`src/rtl/sdram_bridge_pkg.sv`:
```
// Shared types, widths and byte-lane helpers for the CPU-to-SDRAM byte bridge.
package sdram_bridge_pkg;

  localparam int unsigned ADDR_W  = 24;
  localparam int unsigned WADDR_W = 23;
  localparam int unsigned WORD_W  = 16;
  localparam int unsigned BYTE_W  = 8;
  localparam int unsigned WDOG_W  = 16;

  typedef enum logic {
    IDLE = 1'b0,
    WAIT = 1'b1
  } state_e;

  localparam logic [1:0] DS_LO   = 2'b01;
  localparam logic [1:0] DS_HI   = 2'b10;
  localparam logic [1:0] DS_WORD = 2'b11;

  // Pick the addressed byte: a0=0 is the low byte, a0=1 the high byte.
  function automatic logic [BYTE_W-1:0] byte_sel(input logic [WORD_W-1:0] w, input logic a0);
    return a0 ? w[15:8] : w[7:0];
  endfunction

  function automatic logic [WORD_W-1:0] byte_merge(input logic [WORD_W-1:0] w,
                                                   input logic [BYTE_W-1:0] b,
                                                   input logic a0);
    return a0 ? {b, w[7:0]} : {w[15:8], b};
  endfunction

endpackage

```
`src/rtl/sdram_bridge_cache.sv`:
```
// One-word read cache: tag/data/valid with lookup, fill, byte merge and invalidate.
module sdram_bridge_cache
  import sdram_bridge_pkg::*;
(
  input  logic                clk,
  input  logic                init_n,
  input  logic [WADDR_W-1:0]  lookup_tag,
  output logic                hit_c,
  output logic [WORD_W-1:0]   data,
  input  logic                fill_en,
  input  logic                fill_valid,
  input  logic [WADDR_W-1:0]  fill_tag,
  input  logic [WORD_W-1:0]   fill_data,
  input  logic                merge_en,
  input  logic [BYTE_W-1:0]   merge_byte,
  input  logic                merge_a0,
  input  logic                inv
);

  logic               valid;
  logic [WADDR_W-1:0] tag;

  assign hit_c = valid && (tag == lookup_tag);

  // Invalidate is applied last so it wins over a same-cycle fill.
  always_ff @(posedge clk or negedge init_n) begin
    if (!init_n) begin
      valid <= 1'b0;
      tag   <= '0;
      data  <= '0;
    end else begin
      if (fill_en) begin
        tag   <= fill_tag;
        data  <= fill_data;
        valid <= fill_valid;
      end else if (merge_en) begin
        data <= byte_merge(data, merge_byte, merge_a0);
      end
      if (inv) begin
        valid <= 1'b0;
      end
    end
  end

endmodule

```
`src/rtl/sdram_byte_bridge.sv`:
```
// 8-bit CPU bus to 16-bit toggle-handshake SDRAM controller port, with a
// one-word read cache and a watchdog for accesses that never get acked.
module sdram_byte_bridge
  import sdram_bridge_pkg::*;
#(
  parameter bit          CACHE_EN = 1'b1,
  parameter int unsigned TIMEOUT  = 255
) (
  input  logic        clk,
  input  logic        init_n,
  input  logic        cpu_req,
  input  logic        cpu_we,
  input  logic [23:0] cpu_a,
  input  logic [7:0]  cpu_d,
  output logic [7:0]  cpu_q,
  output logic        cpu_busy,
  output logic        cpu_done,
  output logic        cpu_err,
  input  logic        cache_inv,
  output logic        mem_req,
  input  logic        mem_ack,
  output logic        mem_we,
  output logic [22:0] mem_a,
  output logic [1:0]  mem_ds,
  output logic [15:0] mem_d,
  input  logic [15:0] mem_q
);

  localparam logic [WDOG_W-1:0] WDOG_LAST = WDOG_W'(TIMEOUT - 1);

  state_e              state, state_nxt;
  logic [WDOG_W-1:0]   wdog, wdog_nxt;
  logic                a0, a0_nxt;
  logic                mem_req_nxt, mem_we_nxt;
  logic [WADDR_W-1:0]  mem_a_nxt;
  logic [1:0]          mem_ds_nxt;
  logic [WORD_W-1:0]   mem_d_nxt;
  logic [BYTE_W-1:0]   cpu_q_nxt;
  logic                cpu_busy_nxt, cpu_done_nxt, cpu_err_nxt;

  logic                hit_c, read_hit_c, ack_c, timeout_c;
  logic                fill_en_c, merge_en_c, inv_c;
  logic [WADDR_W-1:0]  lookup_tag_c;
  logic [WORD_W-1:0]   cache_data;

  // In IDLE the cache is probed with the incoming address, in WAIT with the latched one.
  assign lookup_tag_c = (state == WAIT) ? mem_a : cpu_a[ADDR_W-1:1];
  assign read_hit_c   = cpu_req && !cpu_we && CACHE_EN && hit_c;
  assign ack_c        = (mem_ack == mem_req);
  assign timeout_c    = (state == WAIT) && !ack_c && (wdog == WDOG_LAST);
  assign inv_c        = cache_inv || timeout_c;

  sdram_bridge_cache u_cache (
    .clk        (clk),
    .init_n     (init_n),
    .lookup_tag (lookup_tag_c),
    .hit_c      (hit_c),
    .data       (cache_data),
    .fill_en    (fill_en_c),
    .fill_valid (CACHE_EN),
    .fill_tag   (mem_a),
    .fill_data  (mem_q),
    .merge_en   (merge_en_c),
    .merge_byte (mem_d[7:0]),
    .merge_a0   (a0),
    .inv        (inv_c)
  );

  always_ff @(posedge clk or negedge init_n) begin
    if (!init_n) begin
      state    <= IDLE;
      wdog     <= '0;
      a0       <= 1'b0;
      mem_req  <= 1'b0;
      mem_we   <= 1'b0;
      mem_a    <= '0;
      mem_ds   <= 2'b00;
      mem_d    <= '0;
      cpu_q    <= '0;
      cpu_busy <= 1'b0;
      cpu_done <= 1'b0;
      cpu_err  <= 1'b0;
    end else begin
      state    <= state_nxt;
      wdog     <= wdog_nxt;
      a0       <= a0_nxt;
      mem_req  <= mem_req_nxt;
      mem_we   <= mem_we_nxt;
      mem_a    <= mem_a_nxt;
      mem_ds   <= mem_ds_nxt;
      mem_d    <= mem_d_nxt;
      cpu_q    <= cpu_q_nxt;
      cpu_busy <= cpu_busy_nxt;
      cpu_done <= cpu_done_nxt;
      cpu_err  <= cpu_err_nxt;
    end
  end

  always_comb begin
    state_nxt = state;
    case (state)
      IDLE: if (cpu_req && !read_hit_c) state_nxt = WAIT;
      WAIT: if (ack_c || timeout_c)     state_nxt = IDLE;
    endcase
  end

  // Ack has priority over the watchdog when both land in the same cycle.
  always_comb begin
    wdog_nxt     = wdog;
    a0_nxt       = a0;
    mem_req_nxt  = mem_req;
    mem_we_nxt   = mem_we;
    mem_a_nxt    = mem_a;
    mem_ds_nxt   = mem_ds;
    mem_d_nxt    = mem_d;
    cpu_q_nxt    = cpu_q;
    cpu_busy_nxt = cpu_busy;
    cpu_done_nxt = 1'b0;
    cpu_err_nxt  = 1'b0;
    fill_en_c    = 1'b0;
    merge_en_c   = 1'b0;
    case (state)
      IDLE: begin
        if (cpu_req) begin
          if (read_hit_c) begin
            cpu_q_nxt    = byte_sel(cache_data, cpu_a[0]);
            cpu_done_nxt = 1'b1;
          end else begin
            a0_nxt       = cpu_a[0];
            mem_a_nxt    = cpu_a[ADDR_W-1:1];
            mem_we_nxt   = cpu_we;
            mem_d_nxt    = {cpu_d, cpu_d};
            mem_ds_nxt   = !cpu_we ? DS_WORD : (cpu_a[0] ? DS_HI : DS_LO);
            mem_req_nxt  = !mem_req;
            cpu_busy_nxt = 1'b1;
            wdog_nxt     = '0;
          end
        end
      end
      WAIT: begin
        wdog_nxt = wdog + WDOG_W'(1);
        if (ack_c) begin
          if (!mem_we) begin
            cpu_q_nxt = byte_sel(mem_q, a0);
            fill_en_c = 1'b1;
          end else begin
            merge_en_c = hit_c;
          end
          cpu_done_nxt = 1'b1;
          cpu_busy_nxt = 1'b0;
        end else if (timeout_c) begin
          cpu_done_nxt = 1'b1;
          cpu_err_nxt  = 1'b1;
          cpu_busy_nxt = 1'b0;
        end
      end
    endcase
  end

endmodule

```
`config.mk`:
```
export PLATFORM = sky130hd
export DESIGN_NAME = sdram_byte_bridge
export DESIGN_NICKNAME = d
export VERILOG_FILES = /design/src/rtl/sdram_bridge_pkg.sv /design/src/rtl/sdram_bridge_cache.sv /design/src/rtl/sdram_byte_bridge.sv
export SDC_FILE = /design/constraint.sdc
export NUM_CORES = 1
export LEC_CHECK = 0
export ABC_AREA = 1
export CORE_ASPECT_RATIO = 0.9
export CORE_MARGIN = 2
export CORE_UTILIZATION = 48
export CTS_CLUSTER_SIZE = 14
export DETAILED_ROUTE_END_ITERATION = 7
export PLACE_DENSITY = 0.8
export SLEW_MARGIN = 20
export SYNTH_ARGS = -nofsm -noshare
export SYNTH_HDL_FRONTEND = slang
export SYNTH_SLANG_ARGS = --single-unit
```
`constraint.sdc`:
```
create_clock -name clk -period 1.75 [get_ports clk]
set_input_delay 0.35 -clock clk [delete_from_list [all_inputs] [get_ports clk]]
set_output_delay 0.35 -clock clk [all_outputs]
set_load 0.1 [all_outputs]
```
# Word level (Yosys, flattened, before mapping)
# Index checks and enable logic that the tools add are counted.
dict set report word_totals {
  reg_bits 112
  in_bits 54
  output_inout_bits 54
}
dict set report classes {
  addsub 1
  eq_ne 10
  mux 39
  n_bitwise 2
  reduce_logical 21
}
# cell count
set ops {}
lappend ops {{$mux 16} 5}
lappend ops {{$mux 8} 6}
lappend ops {{$pmux 16 s2} 1}
lappend ops {{$eq 23x23->1} 1}
lappend ops {{$mux 23} 1}
lappend ops {{$mux 1} 20}
lappend ops {{$add 16x1->16 const B} 1}
lappend ops {{$eq 16x8->1 const B} 1}
lappend ops {{$pmux 8 s2} 1}
lappend ops {{$ne 2x2->1 const B} 4}
lappend ops {{$logic_and 1x1->1} 6}
lappend ops {{$pmux 1 s2} 3}
lappend ops {{$reduce_and 2->1} 3}
lappend ops {{$reduce_and 3->1} 2}
lappend ops {{$reduce_bool 2->1} 3}
lappend ops {{$logic_not 1->1} 4}
lappend ops {{$mux 2} 2}
lappend ops {{$ne 2x1->1 const B} 2}
lappend ops {{$reduce_and 4->1} 1}
lappend ops {{$ne 3x1->1 const B} 1}
lappend ops {{$logic_or 1x1->1} 2}
lappend ops {{$not 1->1} 2}
lappend ops {{$eq 1x1->1} 1}

# Logic depth before layout (Yosys ltp)
dict set report logic_depth {
  word_depth 8
  mapped_depth 16
}

# By module
# A second synthesis with hierarchy kept.
dict set report unflattened {
  hier_cells 774
  hier_area_um2 5637.9
}
# mod instances cells_each area_each_um2 seq_area_each_um2
set by_module_without_submodules {}
lappend by_module_without_submodules {sdram_byte_bridge 1 478 3490.8 1601.5}
lappend by_module_without_submodules {sdram_bridge_cache 1 296 2147.1 1001.0}

# Worst setup path after synthesis
# OpenSTA, ideal clock, no wires.
dict set report synth_path {
  kind {reg2reg}
  startpoint {register mem_a[0]}
  endpoint {register cpu_q[0]}
  setup_ns 0.122
  arrival_time_ns 2.139
  t_required_ns 1.628
  setup_slack_ns -0.511
  path_stages_with_launch 13
  n_path_buf 1
  period_less_slack_ns 2.261
  cell_sequence {dfrtp_1 -> nand2_1 -> nand3_1 -> nand2_1 -> nor2_1 -> nand2_1 -> nor2_1 -> nand4_2 -> buf_4 -> nand2_8 -> nand2_4 -> nand2_1 -> nand2_1}
}
dict set report synth_via {
  elab_chain_len 6
}
# item line_no
set synth_rtl {}
lappend synth_rtl {{start, declared} sdram_byte_bridge.sv:23} ;# output logic [22:0] mem_a,
lappend synth_rtl {{start signal, assigned} sdram_byte_bridge.sv:89} ;# mem_a <= mem_a_nxt;
lappend synth_rtl {{$mux 23} sdram_byte_bridge.sv:47} ;# assign lookup_tag_c = (state == WAIT) ? mem_a : cpu_a[ADDR_W-1:1];
lappend synth_rtl {{$eq 23x23->1} sdram_bridge_cache.sv:23} ;# assign hit_c = valid && (tag == lookup_tag);
lappend synth_rtl {{$logic_and 1x1->1} sdram_bridge_cache.sv:23}
lappend synth_rtl {{$logic_and 1x1->1} sdram_byte_bridge.sv:48} ;# assign read_hit_c = cpu_req && !cpu_we && CACHE_EN && hit_c;
lappend synth_rtl {{$ne 2x2->1 (no source line)} n/a}
lappend synth_rtl {{$reduce_and 4->1 (no source line)} n/a}
lappend synth_rtl {{end signal, assigned} sdram_byte_bridge.sv:92} ;# cpu_q <= cpu_q_nxt;
lappend synth_rtl {{end, declared} sdram_byte_bridge.sv:15} ;# output logic [7:0] cpu_q,
# Every way passes these cells.
# A chain may end at the register's enable or synchronous reset.

# Final worst setup path
dict set report layout_path {
  startpoint {register state}
  endpoint {register u_cache.data[15]}
}
dict set report layout_via {
  elab_chain_len 8
}
# item line_no
set layout_rtl {}
lappend layout_rtl {{start, declared} sdram_byte_bridge.sv:31} ;# state_e state, state_nxt;
lappend layout_rtl {{start signal, assigned} sdram_byte_bridge.sv:84} ;# state <= state_nxt;
lappend layout_rtl {{$mux 23} sdram_byte_bridge.sv:47}
lappend layout_rtl {{$eq 23x23->1} sdram_bridge_cache.sv:23}
lappend layout_rtl {{$logic_and 1x1->1} sdram_bridge_cache.sv:23}
lappend layout_rtl {{$mux 1} sdram_byte_bridge.sv:143} ;# if (!mem_we) begin
lappend layout_rtl {{$mux 1} sdram_byte_bridge.sv:142} ;# if (ack_c) begin
lappend layout_rtl {{$mux 1} sdram_byte_bridge.sv:122} ;# case (state)
lappend layout_rtl {{$reduce_bool 2->1 (no source line)} n/a}
lappend layout_rtl {{$reduce_and 2->1 (no source line)} n/a}
lappend layout_rtl {{end signal, assigned} sdram_bridge_cache.sv:34} ;# data <= fill_data;
lappend layout_rtl {{end signal, assigned} sdram_bridge_cache.sv:37} ;# data <= byte_merge(data, merge_byte, merge_a0);
lappend layout_rtl {{end, declared} sdram_bridge_cache.sv:9} ;# output logic [WORD_W-1:0] data,
# Several ways; a longest one is shown, not always the timed one.

==> flow_summary.yaml <==
finish:
  nets: 990
  multi_input_area_um2: 2760
  fillCellCount: 797
  antenna_cells: 0
  area_growth_pct: 49.1
  seqCellArea_um2: 2700
  drive_gt1_share_pct: 22.8
yosys:
  syn_area_um2: 5700
  synth_cell_type_count: 34
  syn_avg_cell_area_um2: 7.21
  synth_warnings: 0
  syn_inst: 791
  yosys_register_bits: 104
  seq_area_frac_synth_pct: 45.6
  synth_nets: 847
route:
  via_per_inst: 5.50
  drt_wl_total_um: 17700
  detail-route-antenna-nets: 0
  num_vias: 6022
  first_pass_iters: 7
  avgRoutedWirePerCell_um: 16.2
  drtIter0Drc: 707
  drcViolationCount: 2
worst_setup_path:
  r2r_cells: 14
  cp.required_ns: 1.99
  setup.worst_path.start_class: "register"
  critPathKind: "register to register"
  path_max_fanout: 18
  reg2reg_slack_ns: -0.55
  worstPathArrival_ns: 2.54
  cp-end-kind: "register"
timing:
  slew_violations: 0
  period_share_pct: 131
  grt_setup_unrepaired: "true"
  final-hold-violation-count: 0
  postLayoutSetupSlackWorst_ns: -0.550
  finalSetupViolations: 79
  fin_setup_tns_ns: -32.93
  worst_pin_slew_ns: 0.499
  max_freq_mhz: 435
  period_needed_ns: 2.30
  slew_headroom_pct: 66.8
  finClkSkew_ns: 0.0113
status:
  run_status: "finished, violations left"
  violations: "design-rule violations, negative setup slack"
min_path:
  hold_path_depth: 2
  min_path_type: "register to register"
floorplanning:
  io_pins: 108
  die_area_um2: 12800
  die_w_um: 119
  initial_core_util_pct: 49.5
  fp-row-count: 37
  core-area_um2: 11500
  die_y_um: 107
global_route:
  grt_first_pass_wirelength_um: 28500
  antenna_found_initial: 0
  grt-ovfl-total: 0
  groute.usage.overall_pct: 28.0
  grt_start_max_net_pins: 46
  grt_pass1_vias: 5839
clock_tree:
  numClockSinks: 104
  cts_buffers: 9
  cts_root_buffer: "clkbuf_16"
  clk_latency_ns: 0.36
  clk_path_buf_depth: 2
  htreeDepth: 3
  tritoncts: "done"
  clk_pin_slew_ns: 0.07
job:
  drv_cap: 0
placement:
  hpwl_um: 11800
  port_buffers: 107
  gp_congestion: 0.908
-- registers in the layout (all words and copies together) (netlist names) --
name and cells:
a0 1, cpu_busy 1, cpu_done 1, cpu_err 1, cpu_q 8, mem_a 23, mem_d 8, mem_ds 2
mem_req 1, mem_we 1, state 1, u_cache.data 16, u_cache.tag 23, u_cache.valid 1, wdog 16
-- final timing paths --
| kind | from | to |
|---|---|---|
| setup / recovery | state$_DFF_PN0_ | u_cache.data[15]$_DFFE_PN0P_ |
| hold / removal | u_cache.data[9]$_DFFE_PN0P_ | u_cache.data[9]$_DFFE_PN0P_ |
| setup reg to reg | state$_DFF_PN0_ | u_cache.data[15]$_DFFE_PN0P_ |
| hold reg to reg | u_cache.data[9]$_DFFE_PN0P_ | u_cache.data[9]$_DFFE_PN0P_ |
| max in group asynchronous | init_n | mem_a[1]$_DFFE_PN0P_ |
| min in group asynchronous | init_n | mem_a[17]$_DFFE_PN0P_ |
-- metrics by stage --
stage               utilization [%]  area, um2  hold WS (ns)  worst slack, ns  cells
detailed placement             69.3       7980         0.341           -0.560   1074
finish                         73.7       8500         0.473           -0.550   1095
global placement               69.3       7980         0.341           -0.491   1074
CTS                            73.3       8440         0.472           -0.414   1094
floorplan                         -       5870        0.0544          -0.0844    791
global route                   73.7       8500         0.483           -0.665   1095
-- kinds of logic after synthesis --
kind of cell	after synthesis	synth area share, %
AO/OA/AOI/OAI	81	7.53
flip-flops	104	45.6
adder cells (fa/ha/maj)	2	0.439
XOR/XNOR	1	0.154
buffers and inverters	102	8.75
AND/OR/NAND/NOR	501	37.5
-- per-layer routing --
| metal | wire, um | global-route usage, % |
|---|---|---|
| met1 | 7080 | 35.9 |
| met2 | 8810 | 47.8 |
| met3 | 1390 | 4.93 |
| met4 | 434 | 9.86 |
| met5 | 0 | 2.08 |
-- critical path, stage by stage, from the launching register on --
cell	delay, ns
dfrtp_2	0.47
inv_4	0.11
buf_12	0.15
nand2_1	0.07
nand3_1	0.10
nand2_2	0.08
nor2_2	0.13
nand2_2	0.10
nor2_4	0.14
buf_4	0.13
nand4_1	0.16
nand2_2	0.19
nand2_2	0.15
nand2_1	0.11
nand2_1	0.06
-- synth_stat cells --
library cell / number / area, um2
buf_1: 4 / 15.0
nand3_2: 1 / 10.0
a21oi_1: 6 / 30.0
nand3b_1: 2 / 15.0
o21ai_0: 61 / 305
xnor2_1: 1 / 8.76
nor3_1: 2 / 10.0
ha_1: 2 / 25.0
nand4_2: 1 / 12.5
nand2_1: 326 / 1220
o22ai_1: 8 / 50.1
or2_2: 3 / 18.8
nand2_2: 2 / 12.5
buf_2: 7 / 35.0
nand2_8: 1 / 20.0
inv_2: 1 / 3.75
nand2_4: 1 / 11.3
clkbuf_1: 14 / 52.6
o211ai_1: 2 / 15.0
buf_6: 6 / 67.6
nor4_1: 5 / 31.3
a31o_2: 1 / 8.76
inv_4: 1 / 6.26
o21ai_1: 1 / 5.00
inv_1: 51 / 191
nor2_1: 49 / 184
nand4_1: 38 / 238
buf_4: 16 / 120
dfrtp_1: 104 / 2600
a21boi_0: 1 / 7.51
nand3_1: 69 / 345
nor2_2: 1 / 6.26
clkinv_1: 2 / 7.51
a211oi_1: 1 / 7.51
-- placed cells by master, fill, tap and decap left out, types with 2 or more instances in the layout --
cell,instances
a21oi_1,6
buf_12,63
buf_4,56
buf_6,5
clkbuf_16,10
clkdlybuf4s50_1,52
clkinv_1,2
clkinv_4,2
dfrtp_1,78
dfrtp_2,2
dfrtp_4,24
ha_1,2
inv_1,50
inv_2,2
inv_6,3
nand2_1,304
nand2_2,22
nand2_4,2
nand2_8,2
nand3_1,67
nand3_2,2
nand3b_1,2
nand4_1,38
nor2_1,42
nor2_2,3
nor2_4,5
nor3_1,2
nor4_1,5
o211ai_1,2
o21ai_0,60
o21ai_1,2
o22ai_1,8
or2_2,3
-- cell type report --
class,count,share of cell area (%)
repair buffers,179,27.4
well taps,156,2.30
clock buffers,10,2.81
multi-input cells,585,32.5
flip-flops and latches,104,31.7
inverters,55,2.46
clock inverters,6,0.868
-- what timing repair did --
| item | in CTS | in global routing |
|---|---|---|
| hold buffers | 1 | 0 |
| pin swaps | 2 | 3 |
| setup buffers | 2 | 0 |
| cloned | 1 | 1 |
| endpoints found under the setup margin | 79 | 103 |
| hold endpoints to repair | 31 | 0 |
| resized for setup | 24 | 9 |
Power is not shown: default switching activity piles up to over one toggle a cycle in this logic, so the estimate is an artifact.
